[src/rtl/udc_pkg.sv]
// Shared definitions for the up/down modulo counter: direction/mode encodings
// and the next-count rule. The prescaler is compiled in with UDC_PRESCALE_EN.
package udc_pkg;

    localparam logic DIR_DOWN  = 1'b0;
    localparam logic DIR_UP    = 1'b1;
    localparam logic MODE_WRAP = 1'b0;
    localparam logic MODE_SAT  = 1'b1;

    // Functions cannot be width-parameterised, so the rule works at the widest
    // supported counter width and callers truncate.
    localparam int unsigned UDC_MAX_W = 32;

    typedef struct packed {
        logic [UDC_MAX_W-1:0] nxt;
        logic                 tc;
    } udc_step_t;

    function automatic udc_step_t udc_next_count(
        input logic [UDC_MAX_W-1:0] count,
        input logic [UDC_MAX_W-1:0] mod_val,
        input logic                 dir,
        input logic                 sat_mode
    );
        udc_step_t res;
        res.nxt = count;
        res.tc  = 1'b0;
        if (dir == DIR_UP) begin
            if (count < mod_val) begin
                res.nxt = count + UDC_MAX_W'(1);
            end else begin
                res.nxt = (sat_mode == MODE_SAT) ? mod_val : '0;
                res.tc  = 1'b1;
            end
        end else begin
            if (count == '0) begin
                res.nxt = (sat_mode == MODE_SAT) ? '0 : mod_val;
                res.tc  = 1'b1;
            end else if (count > mod_val) begin
                // Bound lowered underneath the count: pull back in range silently.
                res.nxt = mod_val;
            end else begin
                res.nxt = count - UDC_MAX_W'(1);
            end
        end
        return res;
    endfunction

endpackage

[src/rtl/updown_counter_mod_if.sv]
// Control/status bundle of the up/down modulo counter.
// presc_div only exists when UDC_PRESCALE_EN is defined.
interface updown_counter_mod_if #(
    parameter int unsigned WIDTH = 4
`ifdef UDC_PRESCALE_EN
    , parameter int unsigned PRESC_W = 8
`endif
);
    logic             en;
    logic             dir;
    logic             sat_mode;
    logic             load;
    logic [WIDTH-1:0] load_val;
    logic [WIDTH-1:0] mod_val;
    logic [WIDTH-1:0] count;
    logic             tc;
`ifdef UDC_PRESCALE_EN
    logic [PRESC_W-1:0] presc_div;

    modport master (
        output en, dir, sat_mode, load, load_val, mod_val, presc_div,
        input  count, tc
    );
    modport slave (
        input  en, dir, sat_mode, load, load_val, mod_val, presc_div,
        output count, tc
    );
`else
    modport master (
        output en, dir, sat_mode, load, load_val, mod_val,
        input  count, tc
    );
    modport slave (
        input  en, dir, sat_mode, load, load_val, mod_val,
        output count, tc
    );
`endif
endinterface

[src/rtl/udc_prescaler.sv]
// Enable divider: counts 0..div while en is high and ticks on reaching div.
// Frozen while en is low, cleared by clr.
module udc_prescaler #(
    parameter int unsigned PRESC_W = 8
) (
    input  logic               clk,
    input  logic               reset,
    input  logic               en,
    input  logic               clr,
    input  logic [PRESC_W-1:0] div,
    output logic               tick
);

    logic [PRESC_W-1:0] cnt_q;
    logic               at_div;

    // >= so a runtime decrease of div below the current phase still ticks.
    assign at_div = (cnt_q >= div);
    assign tick   = en && !clr && at_div;

    always_ff @(posedge clk or negedge reset) begin
        if (!reset) begin
            cnt_q <= '0;
        end else if (clr) begin
            cnt_q <= '0;
        end else if (en) begin
            cnt_q <= at_div ? '0 : cnt_q + PRESC_W'(1);
        end
    end

endmodule

[src/rtl/updown_counter_mod.sv]
// Parametrised up/down modulo counter with load, wrap/saturate and terminal count.
// Define UDC_PRESCALE_EN to compile in the enable prescaler and presc_div.
module updown_counter_mod
    import udc_pkg::*;
#(
    parameter int unsigned WIDTH   = 4,
    parameter int unsigned PRESC_W = 8
) (
    input  logic                 clk,
    input  logic                 reset,
    updown_counter_mod_if.slave  bus
);

    logic [WIDTH-1:0] count_q;
    logic             tc_q;
    logic             tick;
    logic [WIDTH-1:0] load_clamp;
    logic [WIDTH-1:0] count_nxt;
    udc_step_t        step_res;
    logic             unused_step;

`ifdef UDC_PRESCALE_EN
    udc_prescaler #(
        .PRESC_W (PRESC_W)
    ) u_prescaler (
        .clk   (clk),
        .reset (reset),
        .en    (bus.en),
        .clr   (bus.load),
        .div   (bus.presc_div),
        .tick  (tick)
    );
`else
    logic unused_presc_w;
    assign unused_presc_w = (PRESC_W == 0);
    assign tick           = 1'b1;
`endif

    // Next value if this cycle is a step; WIDTH must not exceed UDC_MAX_W.
    always_comb begin
        step_res  = udc_next_count(UDC_MAX_W'(count_q), UDC_MAX_W'(bus.mod_val),
                                   bus.dir, bus.sat_mode);
        count_nxt = WIDTH'(step_res.nxt);
    end

    assign unused_step = ^step_res.nxt;
    assign load_clamp  = (bus.load_val < bus.mod_val) ? bus.load_val : bus.mod_val;

    always_ff @(posedge clk or negedge reset) begin
        if (!reset) begin
            count_q <= '0;
            tc_q    <= 1'b0;
        end else if (bus.load) begin
            count_q <= load_clamp;
            tc_q    <= 1'b0;
        end else if (bus.en && tick) begin
            count_q <= count_nxt;
            tc_q    <= step_res.tc;
        end else begin
            tc_q    <= 1'b0;
        end
    end

    assign bus.count = count_q;
    assign bus.tc    = tc_q;

endmodule

[src/flat_wrapper.sv]
// flat-port wrapper written by rule: the top's interface ports become plain ports
module updown_counter_mod_flat import udc_pkg::*;
#(
    parameter int unsigned WIDTH   = 4,
    parameter int unsigned PRESC_W = 8
)
  (clk, reset, bus_en, bus_dir, bus_sat_mode, bus_load, bus_load_val, bus_mod_val, bus_count, bus_tc);
  updown_counter_mod_if #(.WIDTH(WIDTH)) bus_i ();
  input  logic clk;
  input  logic reset;
  input wire logic [$bits(bus_i.en)-1:0] bus_en;
  input wire logic [$bits(bus_i.dir)-1:0] bus_dir;
  input wire logic [$bits(bus_i.sat_mode)-1:0] bus_sat_mode;
  input wire logic [$bits(bus_i.load)-1:0] bus_load;
  input wire logic [$bits(bus_i.load_val)-1:0] bus_load_val;
  input wire logic [$bits(bus_i.mod_val)-1:0] bus_mod_val;
  output wire logic [$bits(bus_i.count)-1:0] bus_count;
  output wire logic [$bits(bus_i.tc)-1:0] bus_tc;
  assign bus_i.en = bus_en;
  assign bus_i.dir = bus_dir;
  assign bus_i.sat_mode = bus_sat_mode;
  assign bus_i.load = bus_load;
  assign bus_i.load_val = bus_load_val;
  assign bus_i.mod_val = bus_mod_val;
  assign bus_count = bus_i.count;
  assign bus_tc = bus_i.tc;
  updown_counter_mod #(.WIDTH(WIDTH), .PRESC_W(PRESC_W)) u_core (.clk(clk), .reset(reset), .bus(bus_i));
endmodule
[config.mk]
export PLATFORM = sky130hd
export DESIGN_NAME = updown_counter_mod_flat
export DESIGN_NICKNAME = d
export VERILOG_FILES = /design/src/rtl/udc_pkg.sv /design/src/rtl/updown_counter_mod_if.sv /design/src/rtl/udc_prescaler.sv /design/src/rtl/updown_counter_mod.sv /design/src/flat_wrapper.sv
export SDC_FILE = /design/constraint.sdc
export NUM_CORES = 1
export LEC_CHECK = 0
export CORE_MARGIN = 3
export CORE_UTILIZATION = 44
export DETAILED_ROUTE_END_ITERATION = 8
export PLACE_DENSITY = 0.75
export RECOVER_POWER = 50
export SLEW_MARGIN = 20
export SYNTH_ARGS = -nofsm -noshare
export SYNTH_HDL_FRONTEND = slang
export SYNTH_SLANG_ARGS = --single-unit
[constraint.sdc]
create_clock -name clk -period 2 [get_ports clk]
set_input_delay 0.4 -clock clk [delete_from_list [all_inputs] [get_ports clk]]
set_output_delay 0.4 -clock clk [all_outputs]
set_load 0.02 [all_outputs]
## After elaboration in Yosys (flattened, before gate mapping)

Index checks and enable logic that the tools add are counted.

| storage, ports and cells | value |
|---|---|
| bits in registers | 5 |
| bits of input ports | 14 |
| word-level logic and storage cells | 22 |

| cells by class | value |
|---|---|
| $add $sub $neg | 2 |
| magnitude comparators | 3 |
| multiplexer cells | 13 |
| reduce and logical (&&, ||, !) cells | 2 |

Operators with widths:

| operator | count |
|---|---|
| two-way mux 4 bit | 8 |
| < comparator 4 bit | 2 |
| two-way mux 5 bit | 1 |
| adder 4 x 1 -> 4 bit, second input constant | 1 |
| > comparator 4 bit | 1 |
| zero test 4 bit | 1 |
| two-way mux 1 bit | 4 |
| subtractor 4 x 1 -> 4 bit, second input constant | 1 |
| nonzero test 2 bit | 1 |

## Logic depth before layout (Yosys ltp)

| depth | value |
|---|---|
| word-level depth | 6 |
| gate-level depth with buffers | 7 |
| gate-level depth less buffers | 7 |

## Worst setup path before layout

OpenSTA, ideal clock, no wires.

| timing path | value |
|---|---|
| path kind | reg-to-reg |
| start | reg u_core.count_q[1] (netlist: u_core.bus.count[1]) |
| end | reg u_core.count_q[3] (netlist: u_core.bus.count[3]) |
| library setup time | 0.094 ns |
| data arrival time | 1.885 ns |
| required time | 1.906 ns |
| slack | 0.021 ns |
| stages on the path, launching flop included | 7 |
| buffers on the path | 0 |
| clock period less this slack | 1.979 ns |
| path through | dfrtp_1 -> ha_1 -> nor2b_1 -> o211ai_2 -> a21oi_1 -> o32a_1 -> a221oi_2 |

| between the ends | value |
|---|---|
| word-level cells in the longest chain between the ends | 6 |
| elaborated cells on any way between the ends | 11 |
| classes of those cells | 2 x add/sub; 2 x order compare; 6 x mux; 1 x reduce/logical |

Ends and longest elaborated chain:

| item | RTL line | source |
|---|---|---|
| from (decl) | updown_counter_mod.sv:14 | `logic [WIDTH-1:0] count_q;` |
| from (signal assigned) | updown_counter_mod.sv:54 | `count_q <= load_clamp;` |
| from (signal assigned) | updown_counter_mod.sv:57 | `count_q <= count_nxt;` |
| subtractor 4 x 1 -> 4 bit / > comparator 4 bit (equally long branches) | udc_pkg.sv:43, udc_pkg.sv:39 |  |
| two-way mux 4 bit | udc_pkg.sv:39 | `end else if (count > mod_val) begin` |
| two-way mux 4 bit | udc_pkg.sv:36 | `if (count == '0) begin` |
| two-way mux 5 bit (*) | udc_pkg.sv:28 | `if (dir == DIR_UP) begin` |
| two-way mux 4 bit (*) | updown_counter_mod.sv:56 | `end else if (bus.en && tick) begin` |
| two-way mux 4 bit (*) | updown_counter_mod.sv:53 | `end else if (bus.load) begin` |

Mark *: on every way between the ends. The rest lies on a longest branch, timed or not. The select of a mux whose other input is x is not followed.
A chain may end at the register's enable or synchronous reset.

## Worst setup path in the final report

| timing path | value |
|---|---|
| start | in bus_load_val[1] |
| end | reg u_core.count_q[0] (netlist: u_core.bus.count[0]) |

| between the ends | value |
|---|---|
| word-level cells in the longest chain between the ends | 3 |

Ends and longest elaborated chain:

| item | RTL line | source |
|---|---|---|
| from (decl) | flat_wrapper.sv:15 | `input wire logic [$bits(bus_i.load_val)-1:0] bus_load_val;` |
| < comparator 4 bit | updown_counter_mod.sv:47 | `assign load_clamp = (bus.load_val < bus.mod_val) ? bus.load_val : bus.mod_val;` |
| two-way mux 4 bit | updown_counter_mod.sv:47 |  |
| two-way mux 4 bit | updown_counter_mod.sv:53 |  |

Every way passes these cells.

==> metrics.txt <==
# clock sinks 5; multiplexer share of the synthesized area 0.0382; largest family of logic cells by synthesized area compound AO/OA/AOI/OAI gates; H-tree levels 1; initial core utilization 0.502; Avg WL per Cell 16.8 µm; Hold Worst Slack 0.449 ns; final hold viol count 0; number of global-route vias before repair 991; CTS tree built; I/O Pins 19; FMAX 0.513 GHz; Cells after Synth 105; root buf cell clkbuf_4; layout cell share with drive strength beyond 1 0.301; Vias 1039; Crit. End Element flop; router iterations before antenna repair 4; Synth area leader dfrtp_1; global-route wire length before repair 4510 µm; FFs w/ async S/R, synth 1.00; Core ar. 1630 µm²; power density over cell area 737 nW/µm²; Syn Nets 128; routed wire length 2810 µm; EDFF count, synth 0; clk_lat worst skew 0.25 ns; number of antenna violations at the first check in global routing 0; CP required 2.14 ns; drc violations 0; kind of critical path primary input to flop; relative slew slack 0.758; Detail Route Antenna Nets 0; GR Overflow Total 0; Max IR drop VDD 458 µV; Post-Syn Area 818 µm²; R2R Path Start u_core.bus.count[1]$_DFFE_PN0P_; Critical Path Source Type primary input; fin crit period 1.95 ns; Seq/Total Area, Yosys 0.153; Clock Skews 0.00587 ns; Final Setup Violations 0; RePlAce Congestion 0.985; fin crit share 0.974; Post-DP HPWL 2120 µm; DIE WIDTH 49.1 µm; status finished clean; die height 49.1 µm; XOR/XNOR share of the synthesized area 0.0107; Antenna diodes 0; Max-Cap Viols 0; num rows 14; 1st-iter DRT viols 70; gr usage total 0.240; Util after Layout 0.770; count leader, synth nand2_1; cells taking the most area after synthesis dfrtp_1 (15%), ha_1 (14%), a21oi_1 (5.5%); Synth top area share 0.153; Synth Area in Adders 0.138; Warnings, synthesis 0; HP Class primary input to async pin; Die ar. 2410 µm²; Post-synth top cells nand2_1 (11), a21oi_1 (9), ha_1 (9); nets@finish 167; Slew Limit Fails 0; Setup crit start bus_load_val[1]; Mean Syn Cell Area 7.79 µm²; Sum Neg Setup Slack 0 ns; Post-synth top flop dfrtp_1; Via density 6.22; post-synthesis cell type count 44; pin count of the biggest net entering global routing 11; Final Power 925 µW; leakage 0.521 nW; Layout Cells excl Fill 167; crit path DAT 2.09 ns; Clock Tree Buf Depth 2; Simple-Gate Fraction of Synth Area 0.257; total CTS buffers 3; Placed Instances 161; RSZ-0062 raised after global routing false; Slew @ Worst Pin 0.361 ns; I/O Buffers 18; post-synthesis compound-gate area fraction 0.330; clock slew at reported path FFs 0.05 ns; area grow syn2layout 53.4%; critical path peak fanout 2; synthesized flop and latch total 5
## cell usage in the layout (no fill, tap or decap), types with 2 or more instances in the layout
master           count
buf_4               21
clkdlybuf4s50_1     13
nand2_1             10
a21oi_1              8
nor2_1               6
ha_1                 6
o21ai_0              5
dfrtp_1              5
inv_1                4
nor2b_1              4
o221ai_1             4
inv_2                3
a311oi_1             3
ha_4                 3
clkbuf_4             3
dlygate4sd2_1        3
nand3_1              2
mux2i_1              2
o31ai_1              2
a221oi_2             2
clkbuf_1             2
dlygate4sd3_1        2
## area by class of cell
class | count | area [µm²]
fillers | 121 | 374
clock buffers | 4 | 26.3
repair buffers | 40 | 338
multi-input cells | 87 | 709
flip-flops and latches | 5 | 125
well taps | 24 | 30.0
inverters | 7 | 26.3
## stage by stage
stage / setup WS (ns) / area (µm²)
5_1_grt: 0.00466 / 1250
2_1_floorplan: 0.0208 / 818
3_5_place_dp: -0.461 / 1140
3_3_place_gp: -0.384 / 1140
6_report: 0.0523 / 1250
4_1_cts: 0.0620 / 1250
## registers in the layout (all words and copies together), names as in the netlist
signal,cells
u_core.bus.count,4
u_core.bus.tc,1
## cells by family after synthesis
group	after synthesis
buf+inv	13
compound gates	36
flops	5
simple gates	38
mux	3
fa+ha+maj	9
xor+xnor	1
## power breakdown
group | switching, mW | internal, mW
sequential | 0.0207 | 0.123
combinational | 0.334 | 0.319
clock | 0.0524 | 0.0761
total | 0.407 | 0.518
## critical path, cell delays in order
cell and delay, ns:
clkdlybuf4s50_1 0.43, ha_1 0.33, o21ai_0 0.10, a211o_1 0.29
o311ai_1 0.09, o31ai_1 0.12, a311o_1 0.33
## metal layers
layer / global-route usage / up-vias / wire (µm)
met1: 0.292 / 477 / 1150
met4: 0.0948 / 0 / 73
met5: 0 / - / 0
met3: 0.0612 / 10 / 246
met2: 0.397 / 69 / 1340
li1: - / 483 / -
## timing repair
item / 4_1_cts / 5_1_grt
setup buffers: 2 / 0
setup endpoints to repair: 4 / 2
gates resized for setup: 17 / 2
hold buffers: 0 / 0
hold endpoints to repair: 0 / 0
pin swaps: 7 / 0
## final timing paths
check	end	slack [ns]	cells after the start
min reg2reg	u_core.bus.count[2]$_DFFE_PN0P_	0.79	3
max in group asynchronous	u_core.bus.count[2]$_DFFE_PN0P_	1.34	1
min in group clk	u_core.bus.count[3]$_DFFE_PN0P_	0.79	3
min	u_core.bus.count[0]$_DFFE_PN0P_	0.45	1
max reg2reg	u_core.bus.count[0]$_DFFE_PN0P_	0.08	6
max	u_core.bus.count[0]$_DFFE_PN0P_	0.05	7
(Power assumes the default switching activity.)
